## src/rtl/nibble_serial_adder_ctrl_if.sv

```systemverilog
// Start/operand handshake and result bus of the nibble-serial adder/subtractor.
interface nibble_serial_adder_ctrl_if #(
    parameter int WIDTH = 32
);
    logic             start;
    logic             sub;
    logic [WIDTH-1:0] A;
    logic [WIDTH-1:0] B;
    logic             busy;
    logic             done;
    logic [WIDTH-1:0] result;
    logic             cout;
    logic             overflow;

    modport master (
        output start, sub, A, B,
        input  busy, done, result, cout, overflow
    );

    modport slave (
        input  start, sub, A, B,
        output busy, done, result, cout, overflow
    );
endinterface

```

## src/rtl/nibble_serial_adder_ctrl.sv

```systemverilog
// WIDTH-bit adder/subtractor that reuses one 4-bit carry-lookahead slice,
// processing one nibble per cycle from LSB to MSB.
module CLA_4bit (
    input  logic [3:0] a,
    input  logic [3:0] b,
    input  logic       cin,
    output logic [3:0] sum,
    output logic       cout
);
    logic [3:0] g;
    logic [3:0] p;
    logic [4:0] c;

    always_comb begin
        g    = a & b;
        p    = a ^ b;
        c[0] = cin;
        c[1] = g[0] | (p[0] & cin);
        c[2] = g[1] | (p[1] & g[0]) | (p[1] & p[0] & cin);
        c[3] = g[2] | (p[2] & g[1]) | (p[2] & p[1] & g[0]) | (p[2] & p[1] & p[0] & cin);
        c[4] = g[3] | (p[3] & g[2]) | (p[3] & p[2] & g[1]) | (p[3] & p[2] & p[1] & g[0])
             | (p[3] & p[2] & p[1] & p[0] & cin);
        sum  = p ^ c[3:0];
        cout = c[4];
    end
endmodule

module nibble_serial_adder_ctrl #(
    parameter int WIDTH = 32
) (
    input  logic                        clk,
    input  logic                        clear,
    nibble_serial_adder_ctrl_if.slave   bus
);
    localparam int NIB = WIDTH / 4;
    localparam int IW  = $clog2(NIB);

    typedef enum logic [1:0] {
        IDLE = 2'd0,
        RUN  = 2'd1,
        DONE = 2'd2
    } state_t;

    state_t           state_q, state_d;
    logic [WIDTH-1:0] a_q, a_d;
    logic [WIDTH-1:0] b_q, b_d;
    logic             c_q, c_d;
    logic [IW-1:0]    idx_q, idx_d;
    logic [WIDTH-1:0] r_q, r_d;
    logic [WIDTH-1:0] res_q, res_d;
    logic             cout_q, cout_d;
    logic             ovf_q, ovf_d;

    logic [3:0]       slice_sum;
    logic             slice_cout;

    CLA_4bit u_slice (
        .a    (a_q[3:0]),
        .b    (b_q[3:0]),
        .cin  (c_q),
        .sum  (slice_sum),
        .cout (slice_cout)
    );

    always_comb begin
        state_d = state_q;
        a_d     = a_q;
        b_d     = b_q;
        c_d     = c_q;
        idx_d   = idx_q;
        r_d     = r_q;
        res_d   = res_q;
        cout_d  = cout_q;
        ovf_d   = ovf_q;
        case (state_q)
            IDLE: begin
                if (bus.start) begin
                    a_d     = bus.A;
                    b_d     = bus.sub ? ~bus.B : bus.B;
                    c_d     = bus.sub;
                    idx_d   = '0;
                    state_d = RUN;
                end
            end
            RUN: begin
                r_d   = {slice_sum, r_q[WIDTH-1:4]};
                a_d   = {4'b0000, a_q[WIDTH-1:4]};
                b_d   = {4'b0000, b_q[WIDTH-1:4]};
                c_d   = slice_cout;
                idx_d = idx_q + 1'b1;
                // The visible result only updates on the last nibble, so it
                // stays stable for the whole next operation until its DONE.
                if (idx_q == IW'(NIB - 1)) begin
                    res_d   = {slice_sum, r_q[WIDTH-1:4]};
                    cout_d  = slice_cout;
                    ovf_d   = (a_q[3] == b_q[3]) && (slice_sum[3] != a_q[3]);
                    state_d = DONE;
                end
            end
            DONE:    state_d = IDLE;
            default: state_d = IDLE;
        endcase
    end

    always_ff @(posedge clk) begin
        if (clear) begin
            state_q <= IDLE;
            a_q     <= '0;
            b_q     <= '0;
            c_q     <= 1'b0;
            idx_q   <= '0;
            r_q     <= '0;
            res_q   <= '0;
            cout_q  <= 1'b0;
            ovf_q   <= 1'b0;
        end else begin
            state_q <= state_d;
            a_q     <= a_d;
            b_q     <= b_d;
            c_q     <= c_d;
            idx_q   <= idx_d;
            r_q     <= r_d;
            res_q   <= res_d;
            cout_q  <= cout_d;
            ovf_q   <= ovf_d;
        end
    end

    assign bus.busy     = (state_q == RUN);
    assign bus.done     = (state_q == DONE);
    assign bus.result   = res_q;
    assign bus.cout     = cout_q;
    assign bus.overflow = ovf_q;
endmodule
```

## src/flat_wrapper.sv

```systemverilog
// flat-port wrapper written by rule: the top's interface ports become plain ports
module nibble_serial_adder_ctrl_flat 
#(
    parameter int WIDTH = 32
)
  (clk, clear, bus_start, bus_sub, bus_A, bus_B, bus_busy, bus_done, bus_result, bus_cout, bus_overflow);
  nibble_serial_adder_ctrl_if #(.WIDTH(WIDTH)) bus_i ();
  input  logic clk;
  input  logic clear;
  input wire logic [$bits(bus_i.start)-1:0] bus_start;
  input wire logic [$bits(bus_i.sub)-1:0] bus_sub;
  input wire logic [$bits(bus_i.A)-1:0] bus_A;
  input wire logic [$bits(bus_i.B)-1:0] bus_B;
  output wire logic [$bits(bus_i.busy)-1:0] bus_busy;
  output wire logic [$bits(bus_i.done)-1:0] bus_done;
  output wire logic [$bits(bus_i.result)-1:0] bus_result;
  output wire logic [$bits(bus_i.cout)-1:0] bus_cout;
  output wire logic [$bits(bus_i.overflow)-1:0] bus_overflow;
  assign bus_i.start = bus_start;
  assign bus_i.sub = bus_sub;
  assign bus_i.A = bus_A;
  assign bus_i.B = bus_B;
  assign bus_busy = bus_i.busy;
  assign bus_done = bus_i.done;
  assign bus_result = bus_i.result;
  assign bus_cout = bus_i.cout;
  assign bus_overflow = bus_i.overflow;
  nibble_serial_adder_ctrl #(.WIDTH(WIDTH)) u_core (.clk(clk), .clear(clear), .bus(bus_i));
endmodule
```

## config.mk

```make
export PLATFORM = sky130hd
export DESIGN_NAME = nibble_serial_adder_ctrl_flat
export DESIGN_NICKNAME = d
export VERILOG_FILES = /design/src/rtl/nibble_serial_adder_ctrl_if.sv /design/src/rtl/nibble_serial_adder_ctrl.sv /design/src/flat_wrapper.sv
export SDC_FILE = /design/constraint.sdc
export NUM_CORES = 1
export LEC_CHECK = 0
export ABC_AREA = 1
export CAP_MARGIN = 20
export CORE_MARGIN = 2
export CORE_UTILIZATION = 55
export CTS_BUF_LIST = sky130_fd_sc_hd__clkbuf_4 sky130_fd_sc_hd__clkbuf_8
export DETAILED_ROUTE_END_ITERATION = 12
export PLACE_DENSITY = 0.94
export RECOVER_POWER = 100
export SLEW_MARGIN = 20
export SYNTH_ARGS = -nofsm -noshare
export SYNTH_HDL_FRONTEND = slang
export SYNTH_SLANG_ARGS = --single-unit
```

## constraint.sdc

```tcl
create_clock -name clk -period 2.6 [get_ports clk]
set_input_delay 0.78 -clock clk [delete_from_list [all_inputs] [get_ports clk]]
set_output_delay 0.78 -clock clk [all_outputs]
set_load 0.005 [all_outputs]
```

==> flow_metrics.tcl, run 1 <==
set metrics [dict create \
    status "finished clean" \
    dr.pass1.iters 5 \
    fp-row-count 36 \
    track_usage_pct 23.7 \
    worst_ep_required_time_ps 1820 \
    final_nets 888 \
    port_buffers 103 \
    drive_above_1_share_pct 5.81 \
    cts_sinks 132 \
    fmax_mhz 412 \
    startpoint "u_core.state_q[0]" \
    cp_num_buf_inv 2 \
    skew_ps 14.5 \
    core_um2 9820 \
    reg2reg_slack_ps 420 \
    dp_hpwl_mm 8.25 \
    hold_start "u_core.r_q[14]" \
    post_drt_wl_per_cell_um 13.4 \
    hold_end "u_core.bus.result[10]" \
    holdBufCountCts 0 \
    finalCritPeriodShare_pct 93.3 \
    synth_area_per_cell_um2 7.66 \
    reg2reg_to "u_core.bus.result[21]" \
    initial_utilization_pct 57.2 \
    drt-initial-drc-count 270 \
    syn_to_final_growth_pct 23.6 \
    ys.flop_type "dfxtp_1" \
    setup_viol 0 \
    crit_slowest_cell "clkdlybuf4s50_1" \
    fin_crit_ps 2430 \
    vdd_drop_max_v 0.000462 \
    leakage_nw 2.98 \
    critPathMaxStageDelay_ps 500 \
    path_max_fanout 29 \
    drcViolationCount 0 \
    cts_max_path_buffers 2 \
    die_width_um 105 \
    hold_path.class "flop to flop" \
    post_cts_resized 0 \
    critical-path-top-delay-family "buffers and inverters" \
    synthDistinctLibCells 32 \
    overflow 0 \
    die_area_um2 11000 \
    slew_viol_final 0 \
    cp_cell_sequence "nand2_4 -> inv_4 -> clkdlybuf4s50_1" \
    yosysWarnings 0 \
    worst_r2r_path_depth 8 \
    hold_ws_ps 463 \
    worstMarginPinSlew_ps 1010 \
    final_core_util_pct 70.7 \
    synth_nets 808 \
    maxCapViolations 0 \
    synth_seq_cells 132 \
    htreeDepth 4 \
    cts_tree "done" \
    yosysSeqAreaShare_pct 47.1 \
    grt_pass1_vias 4587 \
    drtAntennaViolNets 0 \
    async_flop_share_pct 0 \
    antenna_found_initial 0 \
    cts-root-buf "clkbuf_8" \
    clock_latency_ps 440 \
    grt_pass1_wl_mm 21.0 \
    gp_congestion 0.858 \
    netlist_area_um2 5610 \
    synth_edf_count 0 \
    maxSlewHeadroom_pct 33.0 \
    worstPathArrival_ps 1650 \
    io_pins 104 \
    die_h_um 105 \
    wirelength_mm 12.8 \
    finalHoldViolations 0 \
    clkTransAtPathRegs_ps 90 \
    crit_path_start_kind "flop" \
    vias 5032 \
    grt_start_max_net_pins 92 \
    hold_depth 2 \
    cts_setup_buffers 0 \
    cts_buffers 17 \
    syn_inst 733 \
    r2r_start "u_core.idx_q[0]" \
    critPathKind "flop to output port" \
    p_per_area_nw_per_um2 644 \
    tns_ps 0 \
    end_kind "output port" \
    vias_per_cell 5.25 \
    n_antenna_cell 0 \
    rsz0062_at_grt "no" \
]
## cells in the final DEF, fill, tap and decap left out, types with 28 or more instances in the layout
master           count
a31oi_1             35
o21ai_0             39
nor2_1              55
dlygate4sd3_1       35
dfxtp_1            132
nand2_1            246
nand3_1             39
a21oi_1             28
clkdlybuf4s50_1     66
inv_1               42
## power by group
| group | internal (mW) | total (mW) | switching (mW) |
|---|---|---|---|
| sequential | 2.13 | 2.20 | 0.0651 |
| combinational | 0.235 | 0.533 | 0.298 |
| clock | 0.816 | 1.74 | 0.928 |
| total | 3.18 | 4.47 | 1.29 |
## worst max-delay path by stage
stage,end,slack [ps],cells past startpoint
after floorplan,bus_busy,930,5
after global placement,u_core.b_q[21],330,8
after detailed placement,u_core.b_q[21],300,8
after CTS,bus_busy,150,3
after global routing,bus_busy,70,3
final,bus_busy,170,3
## cell type report
type / instances / area (um^2)
Multi-Input combinational cell: 506 / 2460
Inverter: 46 / 175
Clock buffer: 17 / 234
Sequential cell: 132 / 2640
Fill cell: 736 / 2880
Clock inverter: 15 / 179
Tap cell: 133 / 166
Timing Repair Buffer: 110 / 1080
## Yosys cell counts, types with 11 or more instances
cell,instances,area share [%]
a31oi_1,35,3.9
xnor2_1,13,2.0
nand2_1,245,16
xor2_1,20,3.1
nand3_1,39,3.5
buf_2,17,1.5
inv_1,41,2.7
nor2_1,55,3.7
clkbuf_1,14,0.94
o21ai_0,39,3.5
a21oi_1,28,2.5
dfxtp_1,132,47
o211ai_1,11,1.5
## kinds of logic (layout without fill, tap and decap cells)
| logic type | after synthesis | in the layout | synth area share, % |
|---|---|---|---|
| xor gates and xnor gates | 33 | 33 | 5.15 |
| adders and majority gates | 7 | 7 | 1.69 |
| buffers and inverters | 95 | 188 | 8.76 |
| and+or+nand+nor | 343 | 343 | 24.2 |
| DFF | 132 | 132 | 47.1 |
| AOI/OAI and AO/OA | 123 | 123 | 13.1 |
## layer usage
layer	routed length (um)	track usage [%]	up-vias
met3	776	6.43	26
li1	-	-	2513
met2	6400	40.0	171
met1	5390	28.9	2322
met4	250	8.67	0
met5	0	0	-
## through the flow
stage          setup WS [ps]  cells  total power [mW]  cell area, um^2
2_1_floorplan            926    733              2.60             5610
3_3_place_gp             330    927              2.75             6550
3_5_place_dp             304    927              2.77             6550
4_1_cts                  148    959              4.50             6970
5_1_grt                 74.3    959              4.67             6940
6_report                 174    959              4.47             6940
## worst min-delay path, delay by kind of cell, from the launching register on
family	cells	cell delay, ps
flip-flops	1	330
AND/OR/NAND/NOR	2	100
## state kept, by name, indices dropped and copies added, names as in the netlist
| name | flops |
|---|---|
| u_core.state_q | 2 |
| u_core.bus.overflow | 1 |
| u_core.bus.cout | 1 |
| u_core.b_q | 32 |
| u_core.idx_q | 3 |
| u_core.r_q | 28 |
| u_core.a_q | 32 |
| u_core.c_q | 1 |
| u_core.bus.result | 32 |
No activity file was read; power rests on OpenSTA's default activity.
==> run 2, diff against run 1 <==
--- a/config.mk
+++ b/config.mk
@@ -8,10 +8,10 @@
 export ABC_AREA = 1
 export CAP_MARGIN = 20
 export CORE_MARGIN = 2
-export CORE_UTILIZATION = 55
+export CORE_UTILIZATION = 49
 export CTS_BUF_LIST = sky130_fd_sc_hd__clkbuf_4 sky130_fd_sc_hd__clkbuf_8
 export DETAILED_ROUTE_END_ITERATION = 12
-export PLACE_DENSITY = 0.94
+export PLACE_DENSITY = 0.9
 export RECOVER_POWER = 100
 export SLEW_MARGIN = 20
 export SYNTH_ARGS = -nofsm -noshare
==> constraint.sdc (replaced) <==
create_clock -name clk -period 2.2 [get_ports clk]
set_input_delay 0.66 -clock clk [delete_from_list [all_inputs] [get_ports clk]]
set_output_delay 0.66 -clock clk [all_outputs]
set_load 0.005 [all_outputs]
==> run 2 against run 1 <==
  * Count of clock-buffer cells in the layout up 1
  * Global-route usage is 2.6 points lower
  * Critical endpoint unchanged
  * Core utilization down 8.3 points
  * Hold slack improved by 0.83 ps
  * First-iteration DRC count increased by 48%
  * Non-clock buffer count is 10 higher
  * Sequential cell count stayed put
  * Design area grew 1.7%
  * Critical path type unchanged
==> flow_metrics.tcl, run 2 (synthesis gave the netlist of run 1 again) <==
set metrics [dict create \
    status "finished clean" \
    p_clk_share_pct 39.6 \
    track_usage_pct 21.1 \
    initial_utilization_pct 49.6 \
    p_per_area_nw_per_um2 759 \
    maxSlewHeadroom_pct 35.4 \
    critPathKind "flop to output port" \
    rsz0062_at_grt "no" \
    skew_ps 12.3 \
    port_buffers 103 \
    drive_above_1_share_pct 7.18 \
    antenna_found_initial 0 \
    final_cell_count_no_fill 979 \
    pwr-share-comb_pct 12.0 \
    htreeDepth 4 \
    dpl.cell_count 947 \
    wl_met1_mm 5.36 \
    route.met3.wl_um 695 \
    worst_ep_required_time_ps 1540 \
    die_area_um2 12300 \
    crit_path_start_kind "flop" \
    post_drt_wl_per_cell_um 12.9 \
    dr.pass1.iters 5 \
    highest_layer "met4" \
    grt_pass1_vias 4591 \
    drt-initial-drc-count 400 \
    internal_power_mw 3.89 \
    fin_crit_ps 2130 \
    cts_tree "done" \
    grt_start_max_net_pins 92 \
    end_kind "output port" \
    finalHoldViolations 0 \
    hold_path.class "flop to flop" \
    final_nets 898 \
    n_antenna_cell 0 \
    wirelength_mm 12.6 \
    vdd_drop_max_v 0.000528 \
    drcViolationCount 0 \
    multiInputGateArea_um2 2460 \
    cts_max_path_buffers 2 \
    seqCellArea_um2 2640 \
    path_max_fanout 3 \
    io_pins 104 \
    post_cts_resized 0 \
    final_common_cell "nand2_1" \
    switching_power_mw 1.47 \
    hold_ws_ps 464 \
    maxCapViolations 0 \
    setup_viol 0 \
    vias 4945 \
    dp_hpwl_mm 8.38 \
    syn_to_final_growth_pct 25.8 \
    clock_latency_ps 450 \
    core_um2 11300 \
    fillCellCount 956 \
    drtAntennaViolNets 0 \
    worstPathArrival_ps 1470 \
    wl_met2_mm 6.36 \
    cts_buffers 17 \
    switching_share_pct 27.4 \
    mostFrequentLayoutCells "nand2_1, dfxtp_1, clkdlybuf4s50_1" \
    holdBufCountCts 0 \
    tns_ps 0 \
    finalCritPeriodShare_pct 96.8 \
    fmax_mhz 469 \
    p_seq_share_pct 48.4 \
    leakage_nw 3.05 \
    cts_sinks 132 \
    die_width_um 111 \
    gp_congestion 0.860 \
    power.total_mw 5.36 \
    worstMarginPinSlew_ps 969 \
    cts_setup_buffers 0 \
    clkTransAtPathRegs_ps 80 \
    overflow 0 \
    grt_pass1_wl_mm 21.3 \
    fp-row-count 39 \
    slew_viol_final 0 \
    vias_per_cell 5.05 \
    cts-root-buf "clkbuf_8" \
    die_h_um 111 \
]
[run 2: changes by cell type in the layout (fill, tap and decap cells not counted), moves of 2 or more]
cell and change:
buf_4 +4, inv_8 -4, buf_12 +3, clkinv_4 +3, clkbuf_2 +2, clkinv_8 -2, inv_6 +2
[run 2: layout make-up]
type | count | area share [%]
flip-flops and latches | 132 | 37.4
clock buffers | 18 | 3.51
well taps | 143 | 2.53
multi-input cells | 506 | 34.9
clock inverters | 14 | 2.37
repair buffers | 120 | 16.8
inverters | 46 | 2.48
[run 2: worst max-delay path, stage by stage, from the launching register on]
cell and delay [ps]:
dfxtp_1 390, nand2_4 90, inv_4 60, clkdlybuf4s50_1 480
[run 2: layer usage]
metal	vias up	global-route usage, %
met5	-	0
met4	0	6.67
met3	22	6.01
met2	143	36.2
met1	2245	25.7
li1	2535	-
[run 2: final timing paths]
check	endpoint	depth (start not counted)	slack, ps	start
worst max-delay path	bus_busy	3	70	u_core.state_q[0]
worst min-delay path	u_core.a_q[28]	2	460	u_core.a_q[28]
worst min register to register	u_core.a_q[28]	2	460	u_core.a_q[28]
worst max register to register	u_core.a_q[7]	8	190	u_core.state_q[1]
[run 2: power by group through the flow]
stage	clock (mW)	combinational, mW	sequential, mW
6_report	2.12	0.644	2.60
4_1_cts	2.15	0.653	2.59
2_1_floorplan	0	0.447	2.63
3_3_place_gp	0	0.632	2.65
5_1_grt	2.26	0.721	2.61
3_5_place_dp	0	0.647	2.65
[run 2: per-stage QoR]
stage | setup WS (ps) | area [um^2] | util (%)
global placement | 175 | 6680 | 59.0
finish | 69.8 | 7060 | 62.4
CTS | 18.5 | 7090 | 62.7
detailed placement | 137 | 6680 | 59.0
global route | 15.1 | 7060 | 62.4
floorplan | 646 | 5610 | -
==> run 3, diff against run 2 <==
--- a/config.mk
+++ b/config.mk
@@ -8,11 +8,13 @@
 export ABC_AREA = 1
 export CAP_MARGIN = 20
 export CORE_MARGIN = 2
-export CORE_UTILIZATION = 49
+export CORE_UTILIZATION = 55
 export CTS_BUF_LIST = sky130_fd_sc_hd__clkbuf_4 sky130_fd_sc_hd__clkbuf_8
 export DETAILED_ROUTE_END_ITERATION = 12
-export PLACE_DENSITY = 0.9
+export MAX_ROUTING_LAYER = met4
+export PLACE_DENSITY = 0.94
 export RECOVER_POWER = 100
+export SKIP_CTS_REPAIR_TIMING = 1
 export SLEW_MARGIN = 20
 export SYNTH_ARGS = -nofsm -noshare
 export SYNTH_HDL_FRONTEND = slang
==> constraint.sdc (replaced) <==
create_clock -name clk -period 2.7 [get_ports clk]
set_input_delay 0.81 -clock clk [delete_from_list [all_inputs] [get_ports clk]]
set_output_delay 0.81 -clock clk [all_outputs]
set_load 0.005 [all_outputs]
==> run 3 against run 2 <==
  * Final cell count is 2.0% lower
  * Sequential power is 18% lower
  * Wire length is 0.68% higher
  * Core utilization is 8.0 points higher
  * First-iteration DRC count is 18% lower
  * Critical path type unchanged
  * Critical endpoint unchanged
==> flow_metrics.tcl, run 3 (synthesis gave the netlist of run 1 again) <==
set metrics [dict create \
    gp_congestion 0.845 \
    grt_pass1_wl_mm 21.1 \
    io_pins 104 \
    switching_power_mw 1.21 \
    die_area_um2 11000 \
    antenna_found_initial 0 \
    critPathKind "flop to output port" \
    hold_path.class "flop to flop" \
    htreeDepth 4 \
    worstMarginPinSlew_ps 1410 \
    maxCapViolations 0 \
    tns_ps 0 \
    multiInputGateArea_um2 2460 \
    skew_ps 12.5 \
    drive_above_1_share_pct 5.69 \
    overflow 0 \
    final_nets 888 \
    cts_buffers 17 \
    vdd_drop_max_v 0.000495 \
    cp_num_buf_inv 3 \
    worstPathArrival_ps 1560 \
    crit_path_start_kind "flop" \
    internal_power_mw 3.05 \
    dp_hpwl_mm 8.33 \
    clkTransAtPathRegs_ps 90 \
    cp_cell_sequence "inv_1 -> nand2_4 -> clkinvlp_2 -> clkdlybuf4s50_1" \
    wirelength_mm 12.7 \
    leakage_nw 2.97 \
    initial_utilization_pct 57.2 \
    vias_per_cell 5.26 \
    switching_share_pct 28.4 \
    fp-row-count 36 \
    pwr-share-comb_pct 12.0 \
    end_kind "output port" \
    fillCellCount 748 \
    worst_ep_required_time_ps 1890 \
    vias 5043 \
    critical-path-top-delay-family "buffers and inverters" \
    setup_viol 0 \
    fin_crit_ps 2370 \
    hold_depth 2 \
    rsz0062_at_grt "no" \
    power.total_mw 4.26 \
    die_width_um 105 \
    path_depth 4 \
    clock_latency_ps 430 \
    critPathMaxStageDelay_ps 500 \
    p_per_area_nw_per_um2 616 \
    cts_max_path_buffers 2 \
    slew_viol_final 0 \
    drtAntennaViolNets 0 \
    maxSlewHeadroom_pct 5.73 \
    cts-root-buf "clkbuf_8" \
    post_drt_wl_per_cell_um 13.3 \
    cts_sinks 132 \
    drt-initial-drc-count 328 \
    core_um2 9820 \
    seqCellArea_um2 2640 \
    dr.pass1.iters 5 \
    status "finished clean" \
    grt_pass1_vias 4660 \
    final_common_cell "nand2_1" \
    path_max_fanout 4 \
    track_usage_pct 24.0 \
    drcViolationCount 0 \
    finalHoldViolations 0 \
    die_h_um 105 \
    p_seq_share_pct 49.7 \
    p_clk_share_pct 38.4 \
    worst_r2r_path_depth 8 \
    cts_tree "done" \
    crit_slowest_cell "clkdlybuf4s50_1" \
    syn_to_final_growth_pct 23.2 \
    mostFrequentLayoutCells "nand2_1, dfxtp_1, clkdlybuf4s50_1" \
    n_antenna_cell 0 \
    port_buffers 103 \
    grt_start_max_net_pins 92 \
    fmax_mhz 422 \
    finalCritPeriodShare_pct 87.8 \
]
==> run 3: cell types whose count changed in the layout (fill, tap and decap cells not counted), sizes merged <==
cell           delta
clkinvlp          +2
clkdlybuf4s50     -1
inv               +2
buf               -7
clkinv            -2
bufinv            -1
clkbuf            -4
dlygate4sd3       +1
==> run 3: path summary, 6_finish.rpt <==
kind / from / to / slack [ps]
max: u_core.state_q[1] / bus_busy / 330
min: u_core.a_q[29] / u_core.a_q[29] / 470
max reg2reg: u_core.idx_q[0] / u_core.bus.result[11] / 400
min reg2reg: u_core.a_q[29] / u_core.a_q[29] / 470
==> run 3: area by class of cell <==
class	instances	share of cell area (%)
Sequential cell	132	38.2
Timing Repair Buffer	110	15.7
Inverter	46	2.51
Clock inverter	15	2.30
Clock buffer	17	3.38
Tap cell	133	2.41
Multi-Input combinational cell	506	35.5
==> run 3: per-layer routing <==
metal / track usage [%] / vias to the layer above / part of all wire (%)
li1: - / 2520 / -
met1: 29.0 / 2299 / 42
met2: 39.7 / 195 / 49
met3: 5.12 / 29 / 6.4
met4: 8.10 / 0 / 2.0
met5: - / - / 0
==> run 3: through the flow <==
stage | area, um^2 | hold slack (ps) | instances | util [%] | worst slack (ps)
6_report | 6920 | 468 | 959 | 70.4 | 329
5_1_grt | 6920 | 487 | 959 | 70.4 | 166
4_1_cts | 6960 | 466 | 959 | 70.9 | 369
3_5_place_dp | 6570 | 457 | 927 | 66.9 | 394
3_3_place_gp | 6570 | 447 | 927 | 66.9 | 421
2_1_floorplan | 5610 | 428 | 733 | - | 996
==> run 3: worst min-delay path: stages (launching register included) <==
cell and delay, ps:
dfxtp_1 320, nand2_1 60, a21oi_1 50
==> run 3: power groups by stage <==
stage,clock network (mW),logic [mW],registers [mW]
4_1_cts,1.65,0.518,2.11
3_5_place_dp,0,0.513,2.16
6_report,1.63,0.509,2.12
5_1_grt,1.74,0.567,2.13
3_3_place_gp,0,0.497,2.15
2_1_floorplan,0,0.364,2.14
